File: config.mk
export PLATFORM = sky130hd
export DESIGN_NAME = e1_rate_mon_flat
export DESIGN_NICKNAME = d
export VERILOG_FILES = /design/src/rtl/e1_rate_mon_if.sv /design/src/rtl/e1_rate_mon.sv /design/src/flat_wrapper.sv
export SDC_FILE = /design/constraint.sdc
export NUM_CORES = 1
export LEC_CHECK = 0
export CAP_MARGIN = 20
export CORE_UTILIZATION = 52
export DETAILED_ROUTE_END_ITERATION = 8
export PLACE_DENSITY_LB_ADDON = 0.15
export SLEW_MARGIN = 20
export SYNTH_ARGS = -nofsm -noshare
export SYNTH_HDL_FRONTEND = slang
export SYNTH_SLANG_ARGS = --single-unit
File: constraint.sdc
create_clock -name clk -period 3.7 [get_ports clk]
set_input_delay 0.74 -clock clk [delete_from_list [all_inputs] [get_ports clk]]
set_output_delay 0.74 -clock clk [all_outputs]
set_load 0.02 [all_outputs]
File: src/rtl/e1_rate_mon_if.sv
// E1 line-rate monitor bus: tick/enable/history-clear in, window status out.
// The monitor side uses the slave modport, the driving block the master.
interface e1_rate_mon_if #(
    parameter int CNT_W = 16
) ();
    logic             tick_in;
    logic             enable;
    logic             clear_hist;
    logic [CNT_W-1:0] cnt_out;
    logic             cnt_stb;
    logic             in_range;
    logic             los;
    logic [CNT_W-1:0] min_cnt;
    logic [CNT_W-1:0] max_cnt;

    modport master (
        output tick_in, enable, clear_hist,
        input  cnt_out, cnt_stb, in_range, los, min_cnt, max_cnt
    );

    modport slave (
        input  tick_in, enable, clear_hist,
        output cnt_out, cnt_stb, in_range, los, min_cnt, max_cnt
    );
endinterface

File: src/rtl/e1_rate_mon.sv
// E1 line-rate monitor: gated tick count, tolerance flag, loss-of-clock flag.
// Optional min/max history is enabled by defining E1_RATE_MON_HIST_EN.
module e1_rate_mon #(
    parameter int GATE_CYCLES = 24000,
    parameter int NOMINAL     = 2048,
    parameter int TOL         = 16,
    parameter int CNT_W       = 16,
    parameter int LOS_CYCLES  = 64
) (
    input logic           clk,
    input logic           rst,
    e1_rate_mon_if.slave  bus
);
    localparam int GW = (GATE_CYCLES > 1) ? $clog2(GATE_CYCLES) : 1;
    localparam int LW = $clog2(LOS_CYCLES + 1);
    localparam logic [GW-1:0]    GATE_LAST = GW'(GATE_CYCLES - 1);
    localparam logic [LW-1:0]    LOS_MAX   = LW'(LOS_CYCLES);
    localparam logic [CNT_W:0]   LO_B = (NOMINAL > TOL) ?
                                        (CNT_W+1)'(NOMINAL - TOL) :
                                        (CNT_W+1)'(0);
    localparam logic [CNT_W:0]   HI_B = (CNT_W+1)'(NOMINAL + TOL);
    localparam logic [CNT_W-1:0] SAT  = '1;

    typedef enum logic {S_IDLE, S_RUN} state_t;

    state_t           r_state;
    logic [GW-1:0]    r_gate;
    logic [CNT_W-1:0] r_acc;
    logic [LW-1:0]    r_los_cnt;
    logic [CNT_W-1:0] r_cnt_out;
    logic             r_cnt_stb;
    logic             r_in_range;
    logic             r_los;

    logic [GW-1:0]    w_gate;
    logic [CNT_W-1:0] w_acc;
    logic [CNT_W-1:0] w_acc_nx;
    logic             w_term;
    logic             w_close;
    logic             w_in_rng;

    // Entering RUN sees gate/accumulator as zero in that very cycle.
    assign w_gate   = (r_state == S_RUN) ? r_gate : '0;
    assign w_acc    = (r_state == S_RUN) ? r_acc  : '0;
    assign w_acc_nx = (bus.tick_in && (w_acc != SAT)) ? w_acc + 1'b1 : w_acc;
    assign w_term   = (w_gate == GATE_LAST);
    assign w_close  = bus.enable && w_term;
    assign w_in_rng = ({1'b0, w_acc_nx} >= LO_B) &&
                      ({1'b0, w_acc_nx} <= HI_B);

    always_ff @(posedge clk) begin
        if (rst) begin
            r_state    <= S_IDLE;
            r_gate     <= '0;
            r_acc      <= '0;
            r_los_cnt  <= '0;
            r_cnt_out  <= '0;
            r_cnt_stb  <= 1'b0;
            r_in_range <= 1'b0;
            r_los      <= 1'b0;
        end else begin
            r_cnt_stb <= 1'b0;
            if (!bus.enable) begin
                r_state   <= S_IDLE;
                r_gate    <= '0;
                r_acc     <= '0;
                r_los_cnt <= '0;
                r_los     <= 1'b0;
            end else begin
                r_state <= S_RUN;
                if (w_term) begin
                    r_gate     <= '0;
                    r_acc      <= '0;
                    r_cnt_out  <= w_acc_nx;
                    r_cnt_stb  <= 1'b1;
                    r_in_range <= w_in_rng;
                end else begin
                    r_gate <= w_gate + 1'b1;
                    r_acc  <= w_acc_nx;
                end
                if (bus.tick_in) begin
                    r_los_cnt <= '0;
                    r_los     <= 1'b0;
                end else if (r_los_cnt != LOS_MAX) begin
                    r_los_cnt <= r_los_cnt + 1'b1;
                    if (r_los_cnt == LOS_MAX - 1'b1)
                        r_los <= 1'b1;
                end
            end
        end
    end

    assign bus.cnt_out  = r_cnt_out;
    assign bus.cnt_stb  = r_cnt_stb;
    assign bus.in_range = r_in_range;
    assign bus.los      = r_los;

`ifdef E1_RATE_MON_HIST_EN
    logic [CNT_W-1:0] r_min;
    logic [CNT_W-1:0] r_max;

    // A clear coincident with a close seeds the history with that count.
    always_ff @(posedge clk) begin
        if (rst) begin
            r_min <= '1;
            r_max <= '0;
        end else if (bus.clear_hist) begin
            r_min <= w_close ? w_acc_nx : '1;
            r_max <= w_close ? w_acc_nx : '0;
        end else if (w_close) begin
            if (w_acc_nx < r_min)
                r_min <= w_acc_nx;
            if (w_acc_nx > r_max)
                r_max <= w_acc_nx;
        end
    end

    assign bus.min_cnt = r_min;
    assign bus.max_cnt = r_max;
`else
    logic w_unused_clr;
    assign w_unused_clr = bus.clear_hist;
    assign bus.min_cnt  = '0;
    assign bus.max_cnt  = '0;
`endif
endmodule

File: src/flat_wrapper.sv
// flat-port wrapper written by rule: the top's interface ports become plain ports
module e1_rate_mon_flat 
#(
    parameter int GATE_CYCLES = 24000,
    parameter int NOMINAL     = 2048,
    parameter int TOL         = 16,
    parameter int CNT_W       = 16,
    parameter int LOS_CYCLES  = 64
)
  (clk, rst, bus_tick_in, bus_enable, bus_clear_hist, bus_cnt_out, bus_cnt_stb, bus_in_range, bus_los, bus_min_cnt, bus_max_cnt);
  e1_rate_mon_if #(.CNT_W(CNT_W)) bus_i ();
  input logic clk;
  input logic rst;
  input wire logic [$bits(bus_i.tick_in)-1:0] bus_tick_in;
  input wire logic [$bits(bus_i.enable)-1:0] bus_enable;
  input wire logic [$bits(bus_i.clear_hist)-1:0] bus_clear_hist;
  output wire logic [$bits(bus_i.cnt_out)-1:0] bus_cnt_out;
  output wire logic [$bits(bus_i.cnt_stb)-1:0] bus_cnt_stb;
  output wire logic [$bits(bus_i.in_range)-1:0] bus_in_range;
  output wire logic [$bits(bus_i.los)-1:0] bus_los;
  output wire logic [$bits(bus_i.min_cnt)-1:0] bus_min_cnt;
  output wire logic [$bits(bus_i.max_cnt)-1:0] bus_max_cnt;
  assign bus_i.tick_in = bus_tick_in;
  assign bus_i.enable = bus_enable;
  assign bus_i.clear_hist = bus_clear_hist;
  assign bus_cnt_out = bus_i.cnt_out;
  assign bus_cnt_stb = bus_i.cnt_stb;
  assign bus_in_range = bus_i.in_range;
  assign bus_los = bus_i.los;
  assign bus_min_cnt = bus_i.min_cnt;
  assign bus_max_cnt = bus_i.max_cnt;
  e1_rate_mon #(.GATE_CYCLES(GATE_CYCLES), .NOMINAL(NOMINAL), .TOL(TOL), .CNT_W(CNT_W), .LOS_CYCLES(LOS_CYCLES)) u_core (.clk(clk), .rst(rst), .bus(bus_i));
endmodule
==> impl_metrics.csv, run 1 <==
group,metric,value,unit
route,vias,2406,
route,post_drt_wl_per_cell,12.7,um
timing,timing.max_slew.rel_slack,61.7,%
hold_path,hold_path.startpoint,"u_core.bus.cnt_out[15]",
timing,totalNegativeSetupSlack,0,ps
floorplanning,initial_core_utilization,53.9,%
finish,nNetsFinal,389,
placed_design,port_buffers,22,
finish,postLayoutCellArea,3310,um^2
yosys,synth.yosys.seq_area_share,39.1,%
finish,multiInputGateArea,1600,um^2
floorplanning,die-height,77.6,um
yosys,postSynthCellCount,356,
setup_path,crit_path_start_kind,"register",
power_and_ir_drop,worst_ir_drop_on_vdd,0.206,mV
yosys,yosys_warnings,0,
yosys,synth-edff-count,0,
clock_tree,tritoncts,"done",
finish,area.sequential,1160,um^2
clock_tree,cts-buffers-inserted,9,
yosys,synth_seq_cells,58,
run_status,outcome,"finished clean",
power_and_ir_drop,leakage,0.00120,uW
setup_path,crit_path_max_fanout,6,
route,drt_first_iter_violations,154,
clock_tree,cts_max_path_buffers,2,
yosys,synth_top_area_share,39.1,%
setup_path,timing_worst_setup_path_type,"reg2reg",
route,post-route-drc-count,0,
global_routing,overflow,0,
setup_path,worstPathArrival,2910,ps
timing,rsz0062_at_grt,"false",
flow_run,cap_viol_max_count,0,
finish,antennaDiodeCount,0,
floorplanning,floorplan.rows,27,
yosys,synth_cell_types,53,
timing,finalCriticalPeriod,2690,ps
timing,setup_ws,1010,ps
yosys,avgSynthCellArea,8.34,um^2
clock_tree,clock_sink_count,58,
clock_tree,cts_resized,0,
yosys,synth_commonest_cells,"58 x sky130_fd_sc_hd__dfxtp_1, 55 x sky130_fd_sc_hd__nor2_1, 38 x sky130_fd_sc_hd__nand2_1",
timing,timing_worst_slew_pin_value,574,ps
global_routing,grt_start_max_net_pins,26,
timing,clock.fmax,372,MHz
floorplanning,core_area,5510,um^2
setup_path,crit_required,3920,ps
floorplanning,dieArea,6020,um^2
finish,final_layout_size_suffix_gt1_share,8.85,%
route,ant_nets,0,
clock_tree,cts.repair_timing.setup_buffer_count,0,
route,post_drt_via_cell_ratio,5.28,
yosys,syn_area,2970,um^2
yosys,yosys_most_used_dff,"sky130_fd_sc_hd__dfxtp_1",
timing,finalSetupViolations,0,
yosys,synth_top_area_cell,"sky130_fd_sc_hd__dfxtp_1",
finish,fillcell_total,496,
timing,fin_crit_sh,72.7,%
yosys,synth_most_common_cell,"sky130_fd_sc_hd__dfxtp_1",
finish,syn_to_final_growth,11.4,%
route,routed_wirelength,5800,um
floorplanning,floorplan.io_pins,56,
timing,hold_viol_final,0,
placed_design,total_cell_area_at_the_placement_stage,3140,um^2
timing,report.final.slew_viol_count,0,
clock_tree,cts_htree_levels,3,
global_routing,grt.total_usage,21.0,%
yosys,async_flop_share,0,%
global_routing,first_global_vias,2136,
global_routing,grt_antenna_before_repair,0,
timing,final.hold.worst_slack,449,ps
clock_tree,ctsRootBufferMaster,"sky130_fd_sc_hd__clkbuf_8",
timing,final_skew,5.67,ps
finish,final_core_util,60.1,%
placed_design,place.gp.congestion,0.917,
global_routing,first_pass_grt_wire_length,9820,um
setup_path,crit_path_start,"u_core.r_state",
floorplanning,die_w,77.6,um
setup_path,endpoint_kind,"register",
setup_path,crit-reg2reg-launch,"u_core.r_state",
power_and_ir_drop,power_per_cell_area,364,nW/um^2
hold_path,holdCritPathClass,"reg2reg",
clock_tree,clkSlewWorstSetupHoldPaths,60,ps
placed_design,place_hpwl,4210,um
placed_design,dpl_worst_slack,809,ps
route,drt_pass1_iterations,4,
yosys,synthTopCellsByArea,"sky130_fd_sc_hd__dfxtp_1 39%, sky130_fd_sc_hd__buf_4 8.1%, sky130_fd_sc_hd__nor2_1 7.0%",
clock_tree,clock_insertion_delay_at_the_later_pin_of_the_skew_report,340,ps
clock_tree,cts_hold_buf,0,
-- stage by stage --
step / cells / total power [uW]
final: 456 / 1200
after global routing: 456 / 1250
after CTS: 456 / 1220
after detailed placement: 441 / 706
after global placement: 441 / 705
after floorplan: 387 / 719
-- path summary, 6_finish.rpt --
| path | to | slack (ps) | cells past startpoint |
|---|---|---|---|
| max | u_core.bus.in_range | 1010 | 10 |
| min | u_core.bus.cnt_out[15] | 450 | 2 |
| max reg2reg | u_core.bus.in_range | 1010 | 10 |
| min reg2reg | u_core.bus.cnt_out[15] | 450 | 2 |
-- logic make-up (layout without fill, tap and decap cells) --
| family | Yosys count | count (layout) | share of synthesized area (%) |
|---|---|---|---|
| AND/OR/NAND/NOR | 175 | 175 | 30.4 |
| buffers and inverters | 53 | 50 | 11.0 |
| XOR/XNOR | 22 | 22 | 6.49 |
| flip-flops | 58 | 58 | 39.1 |
| AO/OA/AOI/OAI | 40 | 40 | 10.2 |
| other | 1 | 32 | 0.126 |
| multiplexers | 3 | 3 | 1.05 |
| adder cells (fa/ha/maj) | 4 | 4 | 1.68 |
-- layer usage --
| layer | wire length, um | GRT usage, % |
|---|---|---|
| met1 | 2850 | 27.2 |
| met2 | 2630 | 32.9 |
| met3 | 253 | 3.88 |
| met4 | 65 | 11.3 |
| met5 | 0 | 0 |
-- flip-flops by register name, indices dropped and copies added, names as in the netlist --
signal               cells
u_core.r_acc            16
u_core.r_state           1
u_core.r_los_cnt         7
u_core.r_gate           15
u_core.bus.cnt_out      16
u_core.bus.los           1
u_core.bus.cnt_stb       1
u_core.bus.in_range      1
-- critical path, cell delays in order, from the launching register on --
cell	delay, ps
sky130_fd_sc_hd__dfxtp_1	440
sky130_fd_sc_hd__nand2_1	140
sky130_fd_sc_hd__inv_1	90
sky130_fd_sc_hd__ha_1	230
sky130_fd_sc_hd__nand4_2	150
sky130_fd_sc_hd__or4_4	600
sky130_fd_sc_hd__nand2_1	170
sky130_fd_sc_hd__mux2_2	360
sky130_fd_sc_hd__a31o_1	230
sky130_fd_sc_hd__nand4_1	90
sky130_fd_sc_hd__nand3_1	70
-- cell type report --
class	count	share of cell area (%)
clock inverter	3	0.454
sequential	58	35.1
multi-input combinational	276	48.3
tap	72	2.72
timing repair buffer	27	7.79
clock buffer	12	4.69
inverter	8	0.908
-- layout by cell type (no fill, tap or decap), types with 4 or more instances in the layout --
cell	n
sky130_fd_sc_hd__clkbuf_8	11
sky130_fd_sc_hd__nor2_1	55
sky130_fd_sc_hd__inv_1	7
sky130_fd_sc_hd__and2_1	8
sky130_fd_sc_hd__clkdlybuf4s50_1	22
sky130_fd_sc_hd__nor3_1	5
sky130_fd_sc_hd__nand2_1	38
sky130_fd_sc_hd__nand3_1	17
sky130_fd_sc_hd__nand2b_1	4
sky130_fd_sc_hd__nand4_1	10
sky130_fd_sc_hd__xnor2_1	11
sky130_fd_sc_hd__nor2b_1	4
sky130_fd_sc_hd__dfxtp_1	58
sky130_fd_sc_hd__xor2_1	11
sky130_fd_sc_hd__and3_1	8
sky130_fd_sc_hd__a211oi_1	7
sky130_fd_sc_hd__o21ai_0	4
sky130_fd_sc_hd__buf_4	5
sky130_fd_sc_hd__and4_1	6
sky130_fd_sc_hd__ha_1	4
sky130_fd_sc_hd__conb_1	32
sky130_fd_sc_hd__a21oi_1	15
-- where the power goes --
part / leakage [uW] / total, uW / internal (uW) / switching [uW]
Combinational: 0.000640 / 63.1 / 11.7 / 51.5
Clock: 0.0000920 / 511 / 272 / 239
Sequential: 0.000468 / 629 / 627 / 2.49
Total: 0.00120 / 1200 / 911 / 293
Note: power is estimated with default switching activity, not from simulation.
==> run 2: changes to the inputs <==
CORE_UTILIZATION = 47   (was 52)
clock period = 2.3 ns   (was 3.7 ns; I/O delays follow)
==> run 2 against run 1 <==
Compared with the run above: total power grew 73%; critical path depth is the same; core utilization grew 1.2 points; die area grew 10%; sequential share of layout area shrank 3.5 points; hold slack gained 0.95 ps; critical endpoint unchanged.
==> impl_metrics.csv, run 2 (synthesis results as in run 1) <==
group,metric,value,unit
timing,report.final.slew_viol_count,0,
floorplanning,dieArea,6640,um^2
setup_path,critical_path_buffers_and_inverters,1,
floorplanning,die_w,81.5,um
route,post-route-drc-count,0,
clock_tree,cts.repair_timing.setup_buffer_count,0,
floorplanning,core_area,5990,um^2
placed_design,place_hpwl,4590,um
route,post_drt_via_cell_ratio,5.07,
setup_path,timing_worst_setup_path_type,"reg2reg",
clock_tree,clock_sink_count,58,
global_routing,grt_start_max_net_pins,18,
placed_design,place.gp.congestion,0.865,
setup_path,crit_slowest_cell,"sky130_fd_sc_hd__or4_4",
timing,clock.fmax,460,MHz
route,ant_nets,0,
clock_tree,ctsRootBufferMaster,"sky130_fd_sc_hd__clkbuf_8",
floorplanning,die-height,81.5,um
power_and_ir_drop,total_power,2080,uW
setup_path,endpoint_kind,"register",
setup_path,cp_slowest_stage_delay,500,ps
finish,nNetsFinal,421,
clock_tree,cts_max_path_buffers,2,
power_and_ir_drop,power_per_cell_area,567,nW/um^2
timing,hold_viol_final,0,
setup_path,worstPathArrival,2400,ps
timing,final_skew,10.8,ps
global_routing,grt_antenna_before_repair,0,
finish,antennaDiodeCount,0,
floorplanning,initial_core_utilization,49.6,%
placed_design,port_buffers,22,
clock_tree,cts-buffers-inserted,9,
clock_tree,clkSlewWorstSetupHoldPaths,60,ps
clock_tree,tritoncts,"done",
global_routing,grt.total_usage,20.4,%
global_routing,overflow,0,
floorplanning,floorplan.io_pins,56,
timing,finalCriticalPeriod,2180,ps
floorplanning,floorplan.rows,28,
power_and_ir_drop,leakage,0.00140,uW
route,drt_first_iter_violations,72,
finish,final_core_util,61.3,%
setup_path,crit_path_max_fanout,5,
finish,layout.cells.most_common_list,"57 x sky130_fd_sc_hd__dfxtp_1, 54 x sky130_fd_sc_hd__nor2_1, 37 x sky130_fd_sc_hd__nand2_1",
setup_path,crit_chain,"nand2_1 -> inv_2 -> ha_4 -> nand4_4 -> or4_4 -> nand2_4 -> mux2_2 -> a31o_1 -> nand4_1 -> nand3_1",
power_and_ir_drop,worst_ir_drop_on_vdd,0.383,mV
finish,syn_to_final_growth,23.7,%
route,drt_pass1_iterations,5,
route,post_drt_wl_per_cell,12.5,um
finish,final_common_cell,"sky130_fd_sc_hd__dfxtp_1",
route,routed_wirelength,6150,um
setup_path,worst_path_dominant_cell_family,"simple AND/OR/NAND/NOR gates",
setup_path,crit_required,2520,ps
flow_run,cap_viol_max_count,0,
timing,fin_crit_sh,94.6,%
clock_tree,cts_hold_buf,0,
setup_path,crit_path_start_kind,"register",
global_routing,first_pass_grt_wire_length,10100,um
timing,finalSetupViolations,0,
route,vias,2487,
hold_path,holdCritPathClass,"reg2reg",
global_routing,first_global_vias,2184,
finish,final_layout_size_suffix_gt1_share,18.8,%
clock_tree,cts_htree_levels,3,
clock_tree,clock_insertion_delay_at_the_later_pin_of_the_skew_report,330,ps
run_status,outcome,"finished clean",
run 2: cell count changes in the layout (fill, tap and decap cells not counted), sizes merged:
cell,change
buf,+32
bufinv,+1
clkbuf,+1
clkinv,-2
run 2: repair_timing:
item | in CTS | in global routing
pin swaps | 0 | 4
gates resized for setup | 2 | 12
setup endpoints to repair | 1 | 11
endpoints found under the hold margin | 0 | 0
run 2: layout make-up:
type	instances	area [um^2]
clock buffers	13	169
clock inverters	2	35.0
fillers	564	2320
inverters	8	30.0
multi-input cells	276	1680
flip-flops and latches	58	1160
well taps	75	93.8
repair buffers	59	502
run 2: metal layers:
layer  global-route usage (%)  wire length [um]  up-vias
li1                         -                 -     1278
met1                     27.0              3080     1153
met2                     32.0              2820       51
met3                     5.00               207        5
met4                     7.50                45        0
met5                        0                 0        -
run 2: power by group:
group	internal (uW)	switching (uW)	total, uW
combinational	26.3	84.9	111
sequential	1010	3.11	1010
clock	582	379	960
total	1620	467	2080
run 2: path summary, 6_finish.rpt:
| kind | startpoint | endpoint | slack, ps | cells past startpoint |
|---|---|---|---|---|
| setup / recovery | u_core.r_state | u_core.bus.in_range | 120 | 10 |
| hold / removal | u_core.bus.cnt_out[13] | u_core.bus.cnt_out[13] | 450 | 2 |
| setup reg to reg | u_core.r_state | u_core.bus.in_range | 120 | 10 |
| hold reg to reg | u_core.bus.cnt_out[13] | u_core.bus.cnt_out[13] | 450 | 2 |
run 2: per-stage QoR:
stage | cell area [um^2] | worst slack (ps) | instances | hold WS [ps] | TNS (ps)
after floorplan | 3120 | 3.70 | 387 | 471 | 0
after global placement | 3400 | -208 | 476 | 442 | -346
after detailed placement | 3400 | -239 | 476 | 444 | -493
after CTS | 3620 | 10.9 | 491 | 453 | 0
after global routing | 3670 | -18.4 | 491 | 480 | -18.4
final | 3670 | 124 | 491 | 450 | 0
run 2: worst register-to-register path: cells and delay by family (launching register included):
kind	cells	cell delay, ps
mux	1	320
buf+inv	1	80
simple gates	6	930
flops	1	350
compound gates	1	230
fa+ha+maj	1	150
==> run 3: changes to the inputs <==
--- a/config.mk
+++ b/config.mk
@@ -8,3 +8,3 @@
 export CAP_MARGIN = 20
-export CORE_UTILIZATION = 47
+export CORE_UTILIZATION = 52
 export DETAILED_ROUTE_END_ITERATION = 8
==> constraint.sdc (replaced) <==
create_clock -name clk -period 2.2 [get_ports clk]
set_input_delay 0.55 -clock clk [delete_from_list [all_inputs] [get_ports clk]]
set_output_delay 0.55 -clock clk [all_outputs]
set_load 0.02 [all_outputs]
==> run 3 against run 2 <==
Compared with the run above: count of clock-buffer cells in the layout is 2 lower; critical path depth decreased by 1; clock skew shrank 5.4 ps; sequential power grew 5%; highest routed layer unchanged; setup slack lost 73 ps; wire length increased by 5.0%; cell area increased by 4.6%; via count increased by 4.4%.
==> impl_metrics.csv, run 3 (synthesis results as in run 1) <==
group,metric,value,unit
floorplanning,die-height,77.6,um
route,vias,2596,
floorplanning,initial_core_utilization,53.9,%
clock_tree,cts-buffers-inserted,9,
route,routed_wirelength,6460,um
clock_tree,cts_max_path_buffers,2,
global_routing,grt.total_usage,23.0,%
route,drt_first_iter_violations,103,
finish,final_common_cell,"sky130_fd_sc_hd__dfxtp_1",
finish,fillcell_total,449,
setup_path,crit_chain,"and2_4 -> ha_4 -> nand4_4 -> or4_4 -> nand2_4 -> mux2_4 -> a31o_1 -> nand4_1 -> nand3_1",
timing,finalCriticalPeriod,2150,ps
finish,post_layout_nonfiller_instances,500,
hold_path,holdCritPathClass,"reg2reg",
placed_design,place_hpwl,4750,um
finish,nNetsFinal,434,
timing,hold_viol_final,0,
finish,layout.cells.most_common_list,"56 x sky130_fd_sc_hd__dfxtp_1, 54 x sky130_fd_sc_hd__nor2_1, 47 x sky130_fd_sc_hd__buf_4",
setup_path,endpoint_kind,"register",
timing,report.final.slew_viol_count,0,
timing,totalNegativeSetupSlack,0,ps
clock_tree,cts_hold_buf,0,
clock_tree,tritoncts,"done",
finish,area.sequential,1170,um^2
finish,final_layout_size_suffix_gt1_share,24.5,%
setup_path,cp_slowest_stage_delay,490,ps
power_and_ir_drop,power_per_cell_area,559,nW/um^2
route,drt_pass1_iterations,4,
route,post_drt_wl_per_cell,12.9,um
timing,clock.fmax,465,MHz
timing,final.hold.worst_slack,449,ps
placed_design,place.gp.congestion,0.846,
route,post_drt_via_cell_ratio,5.19,
setup_path,timing_worst_setup_path_type,"reg2reg",
placed_design,dpl_worst_slack,-337,ps
global_routing,first_global_vias,2352,
timing,finalSetupViolations,0,
global_routing,grt_antenna_before_repair,0,
timing,fin_crit_sh,97.7,%
setup_path,crit_required,2430,ps
flow_run,cap_viol_max_count,0,
clock_tree,clkSlewWorstSetupHoldPaths,60,ps
floorplanning,floorplan.rows,27,
clock_tree,clock_insertion_delay_at_the_later_pin_of_the_skew_report,340,ps
timing,rsz0062_at_grt,"true",
finish,final_core_util,69.8,%
finish,syn_to_final_growth,29.4,%
setup_path,crit_path_start_kind,"register",
timing,final_skew,5.42,ps
route,post-route-drc-count,0,
setup_path,crit_slowest_cell,"sky130_fd_sc_hd__or4_4",
run_status,outcome,"finished clean",
setup_path,worstPathArrival,2370,ps
placed_design,port_buffers,22,
placed_design,placed_cells,481,
global_routing,grt_start_max_net_pins,18,
route,ant_nets,0,
clock_tree,clock_sink_count,58,
global_routing,first_pass_grt_wire_length,10700,um
clock_tree,ctsRootBufferMaster,"sky130_fd_sc_hd__clkbuf_8",
floorplanning,die_w,77.6,um
power_and_ir_drop,worst_ir_drop_on_vdd,0.374,mV
floorplanning,core_area,5510,um^2
clock_tree,cts_htree_levels,3,
floorplanning,floorplan.io_pins,56,
power_and_ir_drop,leakage,0.00148,uW
finish,antennaDiodeCount,0,
floorplanning,dieArea,6020,um^2
global_routing,overflow,0,
timing,setup_ws,51.3,ps
finish,multiInputGateArea,1760,um^2
setup_path,crit_path_max_fanout,4,
==> run 3: cell types whose count changed in the layout (fill, tap and decap cells not counted), sizes merged <==
cell and change:
clkdlybuf4s50 -1, clkbuf -2, buf +13, dlymetal6s2s +1, clkinv +1
==> run 3: final cells by class <==
type	count	share of cell area, %
clock inverters	3	1.04
clock buffers	11	3.94
multi-input cells	276	45.7
flip-flops and latches	58	30.3
well taps	72	2.34
inverters	8	0.782
repair buffers	72	15.9
==> run 3: timing repair <==
item,4_1_cts,5_1_grt
hold endpoints to repair,0,0
buffers inserted,3,2
endpoints found under the setup margin,10,21
gates resized for setup,3,26
pin swaps,7,12
==> run 3: worst paths after layout <==
| kind | start | to | slack (ps) | cells past startpoint |
|---|---|---|---|---|
| worst min register to register | u_core.bus.cnt_out[12] | u_core.bus.cnt_out[12] | 450 | 2 |
| worst min-delay path | u_core.bus.cnt_out[12] | u_core.bus.cnt_out[12] | 450 | 2 |
| worst max register to register | u_core.r_state | u_core.bus.in_range | 50 | 9 |
| worst max-delay path | u_core.r_state | u_core.bus.in_range | 50 | 9 |
==> run 3: power breakdown <==
group	switching [uW]	leakage, uW	internal [uW]
clock network	397	0.000101	568
logic	91.6	0.000907	32.0
registers	3.83	0.000469	1050
==> run 3: through the flow <==
stage                     power [uW]  instance area (um^2)
final                           2150                  3840
after global routing            2230                  3840
after CTS                       2160                  3720
after detailed placement        1200                  3490
after global placement          1200                  3490
after floorplan                 1210                  3170
==> run 3: critical path: cells and delay by family (launching register included) <==
kind	cells	cell delay, ps
AOI/OAI and AO/OA	1	230
adders and majority gates	1	150
DFF	1	370
muxes	1	300
and+or+nand+nor	6	980
==> run 3: layer usage <==
metal	global-route usage, %	part of all wire (%)	up-vias
met5	0	0	-
met4	12.8	2.2	0
met3	4.82	3.8	13
met2	35.0	47	61
met1	30.3	47	1224
li1	-	-	1298
